### config.mk
export PLATFORM = sky130hd
export DESIGN_NAME = ir_beacon_classifier
export DESIGN_NICKNAME = d
export VERILOG_FILES = /design/src/rtl/ir_beacon_classifier.sv
export SDC_FILE = /design/constraint.sdc
export NUM_CORES = 1
export LEC_CHECK = 0
export BUFFER_PORTS_ARGS = -buffer_cell sky130_fd_sc_hd__buf_2
export CORE_MARGIN = 2
export CORE_UTILIZATION = 50
export CTS_BUF_LIST = sky130_fd_sc_hd__clkbuf_16
export CTS_CLUSTER_SIZE = 40
export DETAILED_ROUTE_END_ITERATION = 8
export GPL_TIMING_DRIVEN = 0
export PLACE_DENSITY = 0.68
export SYNTH_ARGS = -nofsm -noshare
export SYNTH_HDL_FRONTEND = slang
export SYNTH_SLANG_ARGS = --single-unit
### constraint.sdc
create_clock -name clk -period 2.6 [get_ports clk]
set_input_delay 0.39 -clock clk [delete_from_list [all_inputs] [get_ports clk]]
set_output_delay 0.39 -clock clk [all_outputs]
set_load 0.005 [all_outputs]
### src/rtl/ir_beacon_classifier.sv
// ir_beacon_classifier
//   Measures the frequency of the IR receiver's square wave by counting rising edges over a
//   fixed gate window. Each completed window is classified as the 1 kHz beacon (LOW band), the
//   10 kHz beacon (HIGH band) or neither. The classification is filtered by an N-window
//   confirmation hysteresis before it reaches the outputs.
// Ports
//   clk         system clock
//   Reset       asynchronous active-high reset
//   Enable      synchronous level; 0 holds the block idle and clears the outputs
//   IR_Raw      asynchronous comparator output from the IR receiver
//   IR_1k       confirmed 1 kHz beacon present
//   IR_10k      confirmed 10 kHz beacon present
//   Valid       1-cycle pulse when a new window result is visible
//   Edge_Count  edge count of the last completed window
module ir_beacon_classifier #(
    parameter int unsigned GATE_CYCLES = 10_000_000,
    parameter int unsigned LO_MIN      = 80,
    parameter int unsigned LO_MAX      = 120,
    parameter int unsigned HI_MIN      = 800,
    parameter int unsigned HI_MAX      = 1200,
    parameter int unsigned CONFIRM     = 2,
    parameter int unsigned CNT_W       = 16
) (
    input  logic             clk,
    input  logic             Reset,
    input  logic             Enable,
    input  logic             IR_Raw,
    output logic             IR_1k,
    output logic             IR_10k,
    output logic             Valid,
    output logic [CNT_W-1:0] Edge_Count
);

    localparam int unsigned WIN_W = (GATE_CYCLES > 1) ? $clog2(GATE_CYCLES) : 1;
    localparam int unsigned PND_W = $clog2(CONFIRM + 1);
    localparam logic [WIN_W-1:0] WIN_LAST = WIN_W'(GATE_CYCLES - 1);

    typedef enum logic {StIdle, StMeasure} state_t;
    typedef enum logic [1:0] {ClsNone, ClsLow, ClsHigh} cls_t;

    state_t           state;
    cls_t             cls;
    cls_t             pend_cls;
    logic [PND_W-1:0] pend_cnt;
    logic [WIN_W-1:0] win_cnt;
    logic [CNT_W-1:0] edge_cnt;
    logic             sync1;
    logic             sync2;
    logic             sync3;
    logic             latch;

    logic             edge_det;
    logic [CNT_W-1:0] edge_sum;
    logic [31:0]      ec;
    cls_t             cand;
    cls_t             cls_n;
    cls_t             pend_cls_n;
    logic [PND_W-1:0] pend_cnt_n;
    logic [31:0]      pend_inc;

    // sync2 is the synchronized level; sync3 is its one-cycle delay for edge detection.
    assign edge_det = sync2 & ~sync3;

    // Saturating add: an edge in the latch cycle itself is included in edge_sum.
    always_comb begin
        edge_sum = edge_cnt;
        if (edge_cnt != '1) begin
            edge_sum = edge_cnt + CNT_W'(edge_det);
        end
    end

    // Band decode of the latched count; LOW takes priority if bands were to overlap.
    always_comb begin
        ec   = 32'(Edge_Count);
        cand = ClsNone;
        if (Edge_Count == '1) begin
            cand = ClsNone;
        end else if (ec >= LO_MIN && ec <= LO_MAX) begin
            cand = ClsLow;
        end else if (ec >= HI_MIN && ec <= HI_MAX) begin
            cand = ClsHigh;
        end
    end

    // Confirmation hysteresis next-state.
    always_comb begin
        cls_n      = cls;
        pend_cls_n = pend_cls;
        pend_cnt_n = pend_cnt;
        pend_inc   = 32'(pend_cnt) + 32'd1;
        if (cand == cls) begin
            pend_cnt_n = '0;
        end else if (cand == pend_cls) begin
            if (pend_inc >= CONFIRM) begin
                cls_n      = cand;
                pend_cnt_n = '0;
            end else begin
                pend_cnt_n = PND_W'(pend_inc);
            end
        end else begin
            pend_cls_n = cand;
            if (CONFIRM == 1) begin
                cls_n      = cand;
                pend_cnt_n = '0;
            end else begin
                pend_cnt_n = PND_W'(1);
            end
        end
    end

    always_ff @(posedge clk or posedge Reset) begin
        if (Reset) begin
            state      <= StIdle;
            cls        <= ClsNone;
            pend_cls   <= ClsNone;
            pend_cnt   <= '0;
            win_cnt    <= '0;
            edge_cnt   <= '0;
            sync1      <= 1'b0;
            sync2      <= 1'b0;
            sync3      <= 1'b0;
            latch      <= 1'b0;
            IR_1k      <= 1'b0;
            IR_10k     <= 1'b0;
            Valid      <= 1'b0;
            Edge_Count <= '0;
        end else begin
            sync1 <= IR_Raw;
            sync2 <= sync1;
            sync3 <= sync2;
            Valid <= 1'b0;
            latch <= 1'b0;
            case (state)
                StIdle: begin
                    win_cnt  <= '0;
                    edge_cnt <= '0;
                    if (Enable) begin
                        state <= StMeasure;
                    end
                end
                StMeasure: begin
                    if (!Enable) begin
                        // Abort: partial window dropped, Edge_Count keeps the last result.
                        state    <= StIdle;
                        win_cnt  <= '0;
                        edge_cnt <= '0;
                        cls      <= ClsNone;
                        pend_cls <= ClsNone;
                        pend_cnt <= '0;
                        IR_1k    <= 1'b0;
                        IR_10k   <= 1'b0;
                    end else begin
                        if (win_cnt == WIN_LAST) begin
                            Edge_Count <= edge_sum;
                            edge_cnt   <= '0;
                            win_cnt    <= '0;
                            latch      <= 1'b1;
                        end else begin
                            edge_cnt <= edge_sum;
                            win_cnt  <= win_cnt + WIN_W'(1);
                        end
                        // Classify the count latched in the previous cycle.
                        if (latch) begin
                            cls      <= cls_n;
                            pend_cls <= pend_cls_n;
                            pend_cnt <= pend_cnt_n;
                            IR_1k    <= (cls_n == ClsLow);
                            IR_10k   <= (cls_n == ClsHigh);
                            Valid    <= 1'b1;
                        end
                    end
                end
                default: state <= StIdle;
            endcase
        end
    end

endmodule

==> flow_summary.ini, run 1 <==
[die]
die_h_um = 85.76
die-area_sq_um = 7354
start_util = 0.5204
die_x_um = 85.76
core_sq_um = 6422
io_pins = 23
row_count = 29

[power_and_ir_drop]
vdd_drop_max_uv = 403.5
leakagePower_uw = 0.001751
cellPowerDensity_nw_per_um2 = 650.2

[critical_path]
reg2reg_from = win_cnt[17]
worstPathArrival_ns = 2.70
rr_endpoint = win_cnt[3]
required_ns = 2.81
rr_worst_depth = 6
cp-start-kind = flip-flop
reg2reg_slack_ns = 0.11
crit_type = reg2reg
worstPathMaxFanout = 10
end_kind = flip-flop

[min_path]
min-delay-start = IR_Raw
hold_class = in2reg
whs_path_depth = 1
worst_hold_path.endpoint = sync1

[clock_tree]
clk_pin_slew_ns = 0.06
cts.htree.levels = 3
clock_sink_count = 70
cts_tree = yes
cts_buffers = 9
cts.path.max_buffers = 2
clkLatencyLatePin_ns = 0.33
hold_buffers = 0
cts_root_buf = clkbuf_16

[routing]
vias = 2540
dr.pass1.iters = 6
drc_errors = 0
drt-total-wl_mm = 6.753
routedWlPerCell_um = 14.49
ant_nets = 0
vias_per_cell = 5.451
drt-initial-drc-count = 129

[sta]
skew_ns = 0.008217
fmax_mhz = 401.4
period_share = 0.9582
rsz0062_at_grt = false
fin_ws_ns = 0.1088
drv_slew = 0
min_period_ns = 2.491
setup_viol = 0
tightest_slew_ns = 0.8515
finalHoldViolCount = 0
whs_ns = 0.1701
max_slew_margin = 0.4323

[global_route]
antenna_found_initial = 0
grt_max_degree = 71
grt_pass1_vias = 2386
grt_use_total = 0.1994
gr-total-overflow = 0
grt_pass1_wl_mm = 11.48

[layout]
nets = 392
layout_common_cells = 69 x dfrtp_1, 57 x nor2_1, 39 x nand2_1
syn_to_final_growth_pct = 17.97
final_cells = 466
final_common_cell = dfrtp_1
fin_util = 0.6139
n_antenna_cell = 0
drive_gt1_frac = 0.1388

[logic_synthesis]
async_flop_share = 1.000
synth.avg_cell_area_sq_um = 9.659
ys_seq_elements = 70
yosys_warnings = 0
synthFlopType = dfrtp_1
syn-num-nets = 354
seq_area_frac_synth = 0.5241
synth.distinct_cells = 44
yosysTopAreaCellShare = 0.5241
syn_inst = 346
yosys.area.top_type = dfrtp_1
ys_top_cells_by_area = dfrtp_1 52%, nor2_1 6.4%, xor2_1 6.3%, nand2_1 4.4%, xnor2_1 3.7%
synth_edf_count = 0
synthesis.area_sq_um = 3342

[run]
drv_cap = 0

[placement]
routabilityCongestion = 0.8587
dpl.hpwl_mm = 4.627
place_ws_ns = 0.03865
io_buffers = 22
placed_cells = 445

[status]
status = finished, final reports clean
## area by class of cell
cell class | count | area (sq um)
Tap cell | 77 | 96.34
Timing Repair Buffer | 27 | 147.6
Inverter | 14 | 55.05
Clock buffer | 9 | 225.2
Sequential cell | 70 | 1753
Multi-Input combinational cell | 252 | 1486
Buffer | 10 | 58.81
Clock inverter | 7 | 120.1
Fill cell | 561 | 2480
## per-layer routing
| layer | wire length, um | part of all wire | track usage | up-vias |
|---|---|---|---|---|
| met4 | 129 | 0.019 | 0.08225 | 0 |
| met2 | 3133 | 0.46 | 0.3018 | 36 |
| met3 | 169 | 0.025 | 0.03754 | 9 |
| met5 | 0 | 0 | 0 | - |
| li1 | - | - | - | 1277 |
| met1 | 3320 | 0.49 | 0.2838 | 1218 |
## stage by stage
stage / TNS (ns) / instance area [sq um] / total power (uW)
3_3_place_gp: -24.87 / 3548 / 1173
3_5_place_dp: 0 / 3551 / 1174
5_1_grt: 0 / 3943 / 2639
2_1_floorplan: 0 / 3342 / 1157
6_report: 0 / 3943 / 2564
4_1_cts: 0 / 3896 / 2580
## report_power, final
group / switching [uW] / internal [uW] / leakage, uW
sequential: 2.96 / 1100 / 0.000966
clock: 467 / 941 / 0.000166
combinational: 42.8 / 14.3 / 0.000619
## Yosys cell counts, types with 2 or more instances
library cell and instances:
dfrtp_1 70, nor2_1 57, nand2_1 39, xor2_1 24, o21ai_0 16, inv_1 14
nand3_1 14, nand4_1 14, xnor2_1 14, nor3_1 10, and2_1 6, clkbuf_1 6
or4_1 6, and4_1 5, ha_1 4, a21oi_1 3, a31oi_1 3, and3_1 3
nor4_1 3, o21ai_1 3, a211oi_1 2, a32o_1 2, a41o_1 2, buf_2 2
buf_6 2, nand3b_1 2, nor3b_1 2, or4b_2 2
## kinds of logic (layout without fill, tap and decap cells)
family | after synthesis | in the layout | share of synthesized area
flops | 70 | 70 | 0.5241
buf+inv | 24 | 67 | 0.03220
fa+ha+maj | 4 | 4 | 0.01498
simple gates | 167 | 167 | 0.2437
xor+xnor | 38 | 38 | 0.09959
compound gates | 43 | 43 | 0.08537
## critical path, stage by stage, from the launching register on
cell and delay, ns:
dfrtp_1 0.42, or4_1 0.51, or4_1 0.47, or4_4 0.54
nand3_2 0.12, buf_2 0.24, nor2_1 0.08
## worst max-delay path by stage
stage | cells after the start | endpoint | slack (ns) | startpoint
finish | 6 | win_cnt[3] | 0.11 | win_cnt[17]
global route | 6 | edge_cnt[10] | 0.01 | win_cnt[17]
CTS | 7 | edge_cnt[15] | 0.02 | win_cnt[13]
detailed placement | 7 | edge_cnt[15] | 0.04 | win_cnt[13]
global placement | 2 | Edge_Count[7] | -0.36 | Reset
floorplan | 7 | win_cnt[19] | 0.21 | win_cnt[17]
## flip-flops by register name, indices dropped and copies added, names as in the netlist
name        flops
win_cnt        24
Edge_Count     16
edge_cnt       16
cls             2
pend_cls        2
pend_cnt        2
IR_10k          1
IR_1k           1
Valid           1
latch           1
state           1
sync1           1
sync2           1
sync3           1
## timing repair
item	4_1_cts	5_1_grt
endpoints found under the setup margin	0	30
gates resized for setup	0	3
setup buffers	0	5
(Power assumes the default switching activity.)
==> inputs of run 2 (changes only) <==
--- a/config.mk
+++ b/config.mk
@@ -6,6 +6,7 @@
 export NUM_CORES = 1
 export LEC_CHECK = 0
 export BUFFER_PORTS_ARGS = -buffer_cell sky130_fd_sc_hd__buf_2
+export CORE_ASPECT_RATIO = 0.5
 export CORE_MARGIN = 2
 export CORE_UTILIZATION = 50
 export CTS_BUF_LIST = sky130_fd_sc_hd__clkbuf_16
==> run 2 against run 1 <==
  * Sequential power about the same
  * Utilization down 0.067 points
  * Global-route usage up 2.1 points
  * Largest power group is now sequential cells
==> flow_summary.ini, run 2 (same netlist as run 1, synthesis figures left out) <==
[routing]
vias = 2637
drt-total-wl_mm = 7.201
ant_nets = 0
vias_per_cell = 5.587
routedWlPerCell_um = 15.26
drc_errors = 0
drt-initial-drc-count = 200
dr.pass1.iters = 4

[critical_path]
worstPathArrival_ns = 2.74
end_kind = flip-flop
required_ns = 2.81
rr_worst_depth = 6
cp-start-kind = flip-flop
crit_type = reg2reg
worstPathMaxFanout = 10

[global_route]
antenna_found_initial = 0
gr-total-overflow = 0
grt_use_total = 0.2200
grt_pass1_wl_mm = 12.16
grt_pass1_vias = 2522
grt_max_degree = 45

[placement]
dpl.hpwl_mm = 5.103
placed_cell_area_sq_um = 3582
io_buffers = 22
routabilityCongestion = 0.8239

[power_and_ir_drop]
cellPowerDensity_nw_per_um2 = 572.1
power.total_uw = 2194
clkPwrFrac = 0.473
vdd_drop_max_uv = 311.8
leakagePower_uw = 0.001702
intPower_uw = 1730
switching_share = 0.2117
comb_power_share = 0.026
switchingPower_uw = 464.6
seqPwrFrac = 0.501

[min_path]
hold_class = in2reg
whs_path_depth = 1

[layout]
largest_register = win_cnt
multiInputGateArea_sq_um = 1486
final_common_cell = dfrtp_1
drive_gt1_frac = 0.1146
top_regs = win_cnt x24, Edge_Count x16, edge_cnt x16
layout_common_cells = 69 x dfrtp_1, 57 x nor2_1, 39 x nand2_1
fin_area_sq_um = 3836
largest_reg_flops = 24
seq_area_sq_um = 1753
nets = 388
n_antenna_cell = 0
fillers = 529
syn_to_final_growth_pct = 14.79

[sta]
finalHoldViolCount = 0
max_slew_margin = 0.3852
drv_slew = 0
period_share = 0.9708
tightest_slew_ns = 0.9208
fin_tns_setup_ns = 0
skew_ns = 0.003952
setup_viol = 0
fmax_mhz = 396.2
min_period_ns = 2.524

[clock_tree]
clk_pin_slew_ns = 0.05
cts_buffers = 9
clock_sink_count = 70
cts.htree.levels = 3
clkLatencyLatePin_ns = 0.33
cts_tree = yes
cts_root_buf = clkbuf_16
cts.path.max_buffers = 2

[die]
die_x_um = 119.6
core_sq_um = 6256
die_h_um = 61.81
io_pins = 23
start_util = 0.5342
die-area_sq_um = 7394
row_count = 20

[status]
status = finished, final reports clean

[run]
drv_cap = 0
[run 2: power by group through the flow]
stage                     clock (uW)  sequential [uW]  combinational, uW
final                           1040             1100               57.8
after global routing            1110             1100               67.6
after CTS                       1050             1100               61.2
after detailed placement           0             1120               61.3
after global placement             0             1120               55.1
after floorplan                    0             1120               39.0
[run 2: repair_timing]
item                       CTS  global route
hold buffers                 0             0
buffers inserted             0             1
resized for setup            0             3
setup endpoints to repair    0            29
[run 2: final cells by class]
class | instances | share of cell area
tap | 88 | 0.02870
buffer | 9 | 0.01239
sequential | 70 | 0.4569
inverter | 14 | 0.01370
clock inverter | 6 | 0.006197
clock buffer | 9 | 0.05871
timing repair buffer | 24 | 0.03588
multi-input combinational | 252 | 0.3875
[run 2: critical path: stages (launching register included)]
cell	delay [ns]
dfrtp_2	0.44
or4_1	0.49
or4_1	0.51
or4_4	0.54
nand3_2	0.12
buf_2	0.23
nor2_1	0.08
[run 2: final timing paths]
| path | startpoint | end | slack [ns] |
|---|---|---|---|
| setup / recovery | win_cnt[13] | win_cnt[8] | 0.08 |
| hold / removal | IR_Raw | sync1 | 0.16 |
| setup reg to reg | win_cnt[13] | win_cnt[8] | 0.08 |
| hold reg to reg | sync1 | sync2 | 0.35 |
| max in group asynchronous | Reset | win_cnt[13] | 1.70 |
| min in group asynchronous | Reset | win_cnt[2] | 0.26 |
[run 2: routing by layer]
metal | up-vias | GRT usage | routed length (um)
met5 | - | 0 | 0
met4 | 0 | 0.07899 | 73
met3 | 8 | 0.08303 | 520
met2 | 84 | 0.3755 | 3391
met1 | 1281 | 0.2661 | 3217
li1 | 1264 | - | -
[run 2: metrics by stage]
| stage | setup slack [ns] | util | cells | hold slack [ns] |
|---|---|---|---|---|
| after global placement | -0.2817 | 0.5694 | 456 | 0.3368 |
| after global routing | -0.01290 | 0.6132 | 472 | 0.1517 |
| after floorplan | 0.2115 | - | 346 | 0.3312 |
| final | 0.07598 | 0.6132 | 472 | 0.1633 |
| after CTS | 0.01306 | 0.6124 | 472 | 0.1552 |
| after detailed placement | 0.02686 | 0.5726 | 457 | 0.3471 |
==> inputs of run 3 (changes only) <==
--- a/config.mk
+++ b/config.mk
@@ -13,7 +13,7 @@
 export CTS_CLUSTER_SIZE = 40
 export DETAILED_ROUTE_END_ITERATION = 8
 export GPL_TIMING_DRIVEN = 0
-export PLACE_DENSITY = 0.68
+export PLACE_DENSITY = 0.65
 export SYNTH_ARGS = -nofsm -noshare
 export SYNTH_HDL_FRONTEND = slang
 export SYNTH_SLANG_ARGS = --single-unit
==> run 3 against run 2 <==
  * Total power grew 5.1%
  * Largest cell class unchanged
  * Largest power group is now the clock network
  * Utilization is 0.60 points higher
  * Non-clock buffer count increased by 2
  * Final area is 0.98% higher
  * First-iteration DRC count up 16%
==> flow_summary.ini, run 3 (same netlist as run 1, synthesis figures left out) <==
[placement]
dpl.hpwl_mm = 5.023
io_buffers = 22
routabilityCongestion = 0.8848

[clock_tree]
cts.htree.levels = 3
clock_sink_count = 70
clkLatencyLatePin_ns = 0.33
cts_tree = yes
cts_root_buf = clkbuf_16
clk_pin_slew_ns = 0.05
cts_buffers = 9
cts.path.max_buffers = 2

[critical_path]
reg2reg_from = win_cnt[17]
cp_top_family = simple AND/OR/NAND/NOR gates
reg2reg_slack_ns = 0.08
required_ns = 2.82
end_kind = flip-flop
cp.depth = 7
cpMaxStageDelayCell = or4_4
worstPathArrival_ns = 2.74
max_stage_delay_ns = 0.53
cp-start-kind = flip-flop
worst-path-buf-inv = 2
rr_worst_depth = 7
cp_cell_sequence = or4_1 -> or4_1 -> or4_4 -> nand3_2 -> buf_6 -> buf_6 -> nor2_1
crit_type = reg2reg
startpoint = win_cnt[17]
endpoint = win_cnt[16]
worstPathMaxFanout = 10
rr_endpoint = win_cnt[16]

[power_and_ir_drop]
intPower_uw = 1833
seqPwrFrac = 0.477
leakagePower_uw = 0.001719
switching_share = 0.2051
switchingPower_uw = 473.1
cellPowerDensity_nw_per_um2 = 595.4
comb_power_share = 0.024
clkPwrFrac = 0.499
vdd_drop_max_uv = 409.8
power.total_uw = 2307

[global_route]
grt_use_total = 0.2156
grt_max_degree = 71
gr-total-overflow = 0
grt_pass1_vias = 2554
antenna_found_initial = 0
grt_pass1_wl_mm = 12.01

[run]
drv_cap = 0

[sta]
skew_ns = 0.005912
rsz0062_at_grt = false
max_slew_margin = 0.4259
finalHoldViolCount = 0
fmax_mhz = 397.0
period_share = 0.9688
tightest_slew_ns = 0.8612
setup_viol = 0
drv_slew = 0
min_period_ns = 2.519

[layout]
n_antenna_cell = 0
largest_reg_flops = 24
multiInputGateArea_sq_um = 1486
fin_util = 0.6192
syn_to_final_growth_pct = 15.91
drive_gt1_frac = 0.1266
fillers = 547
largest_register = win_cnt
final_common_cell = dfrtp_1
top_regs = win_cnt x24, Edge_Count x16, edge_cnt x16
layout_common_cells = 69 x dfrtp_1, 57 x nor2_1, 39 x nand2_1
nets = 390
seq_area_sq_um = 1753

[die]
die_h_um = 61.81
core_sq_um = 6256
die-area_sq_um = 7394
die_x_um = 119.6
io_pins = 23
row_count = 20
start_util = 0.5342

[routing]
drt-total-wl_mm = 7.153
vias = 2647
vias_per_cell = 5.573
drt-initial-drc-count = 231
routedWlPerCell_um = 15.06
ant_nets = 0
drc_errors = 0
dr.pass1.iters = 5

[min_path]
hold_class = in2reg

[status]
status = finished, final reports clean
run 3: cell count changes in the layout (fill, tap and decap cells not counted):
cell	delta
buf_8	-1
inv_4	+1
bufinv_16	+1
buf_4	+2
inv_1	-2
buf_6	+2
buf_12	-1
clkinv_2	+2
inv_2	-1
run 3: power groups by stage:
stage	sequential (uW)	clock, uW	combinational (uW)
2_1_floorplan	1120	0	39.0
3_3_place_gp	1120	0	54.9
3_5_place_dp	1120	0	57.5
4_1_cts	1100	1180	57.7
5_1_grt	1100	1230	63.5
6_report	1100	1150	55.5
run 3: worst min path at each step:
stage | from | end | slack [ns] | depth (start not counted)
2_1_floorplan | sync1 | sync2 | 0.33 | 0
3_3_place_gp | sync1 | sync2 | 0.34 | 0
3_5_place_dp | sync1 | sync2 | 0.34 | 0
4_1_cts | IR_Raw | sync1 | 0.16 | 1
5_1_grt | IR_Raw | sync1 | 0.15 | 1
6_report | IR_Raw | sync1 | 0.16 | 1
run 3: per-stage QoR:
stage               cell area, sq um  std cells  setup TNS (ns)  setup WS [ns]  hold WS (ns)
floorplan                       3342        346               0         0.2115        0.3312
global placement                3562        456          -20.51        -0.2951        0.3356
detailed placement              3565        456               0        0.03662        0.3411
CTS                             3846        472               0        0.03064        0.1557
global route                    3874        475               0      0.0008906        0.1515
finish                          3874        475               0        0.08103        0.1603
run 3: what timing repair did:
action | CTS | global route
buffers inserted | 0 | 3
endpoints found under the setup margin | 0 | 10
hold buffers | 0 | 0
gates resized for setup | 0 | 2
hold endpoints to repair | 0 | 0
run 3: metal layers:
metal	vias up	global-route usage	wire, um
li1	1276	-	-
met1	1307	0.2750	3328
met2	61	0.3576	3352
met3	3	0.07573	435
met4	0	0.06891	36
met5	-	0	0
run 3: area by class of cell:
type,instances,share of cell area
plain buffers,10,0.01421
multi-input cells,252,0.3837
well taps,88,0.02842
inverters,14,0.01421
clock buffers,9,0.05814
clock inverters,7,0.01453
repair buffers,25,0.03424
flip-flops and latches,70,0.4525
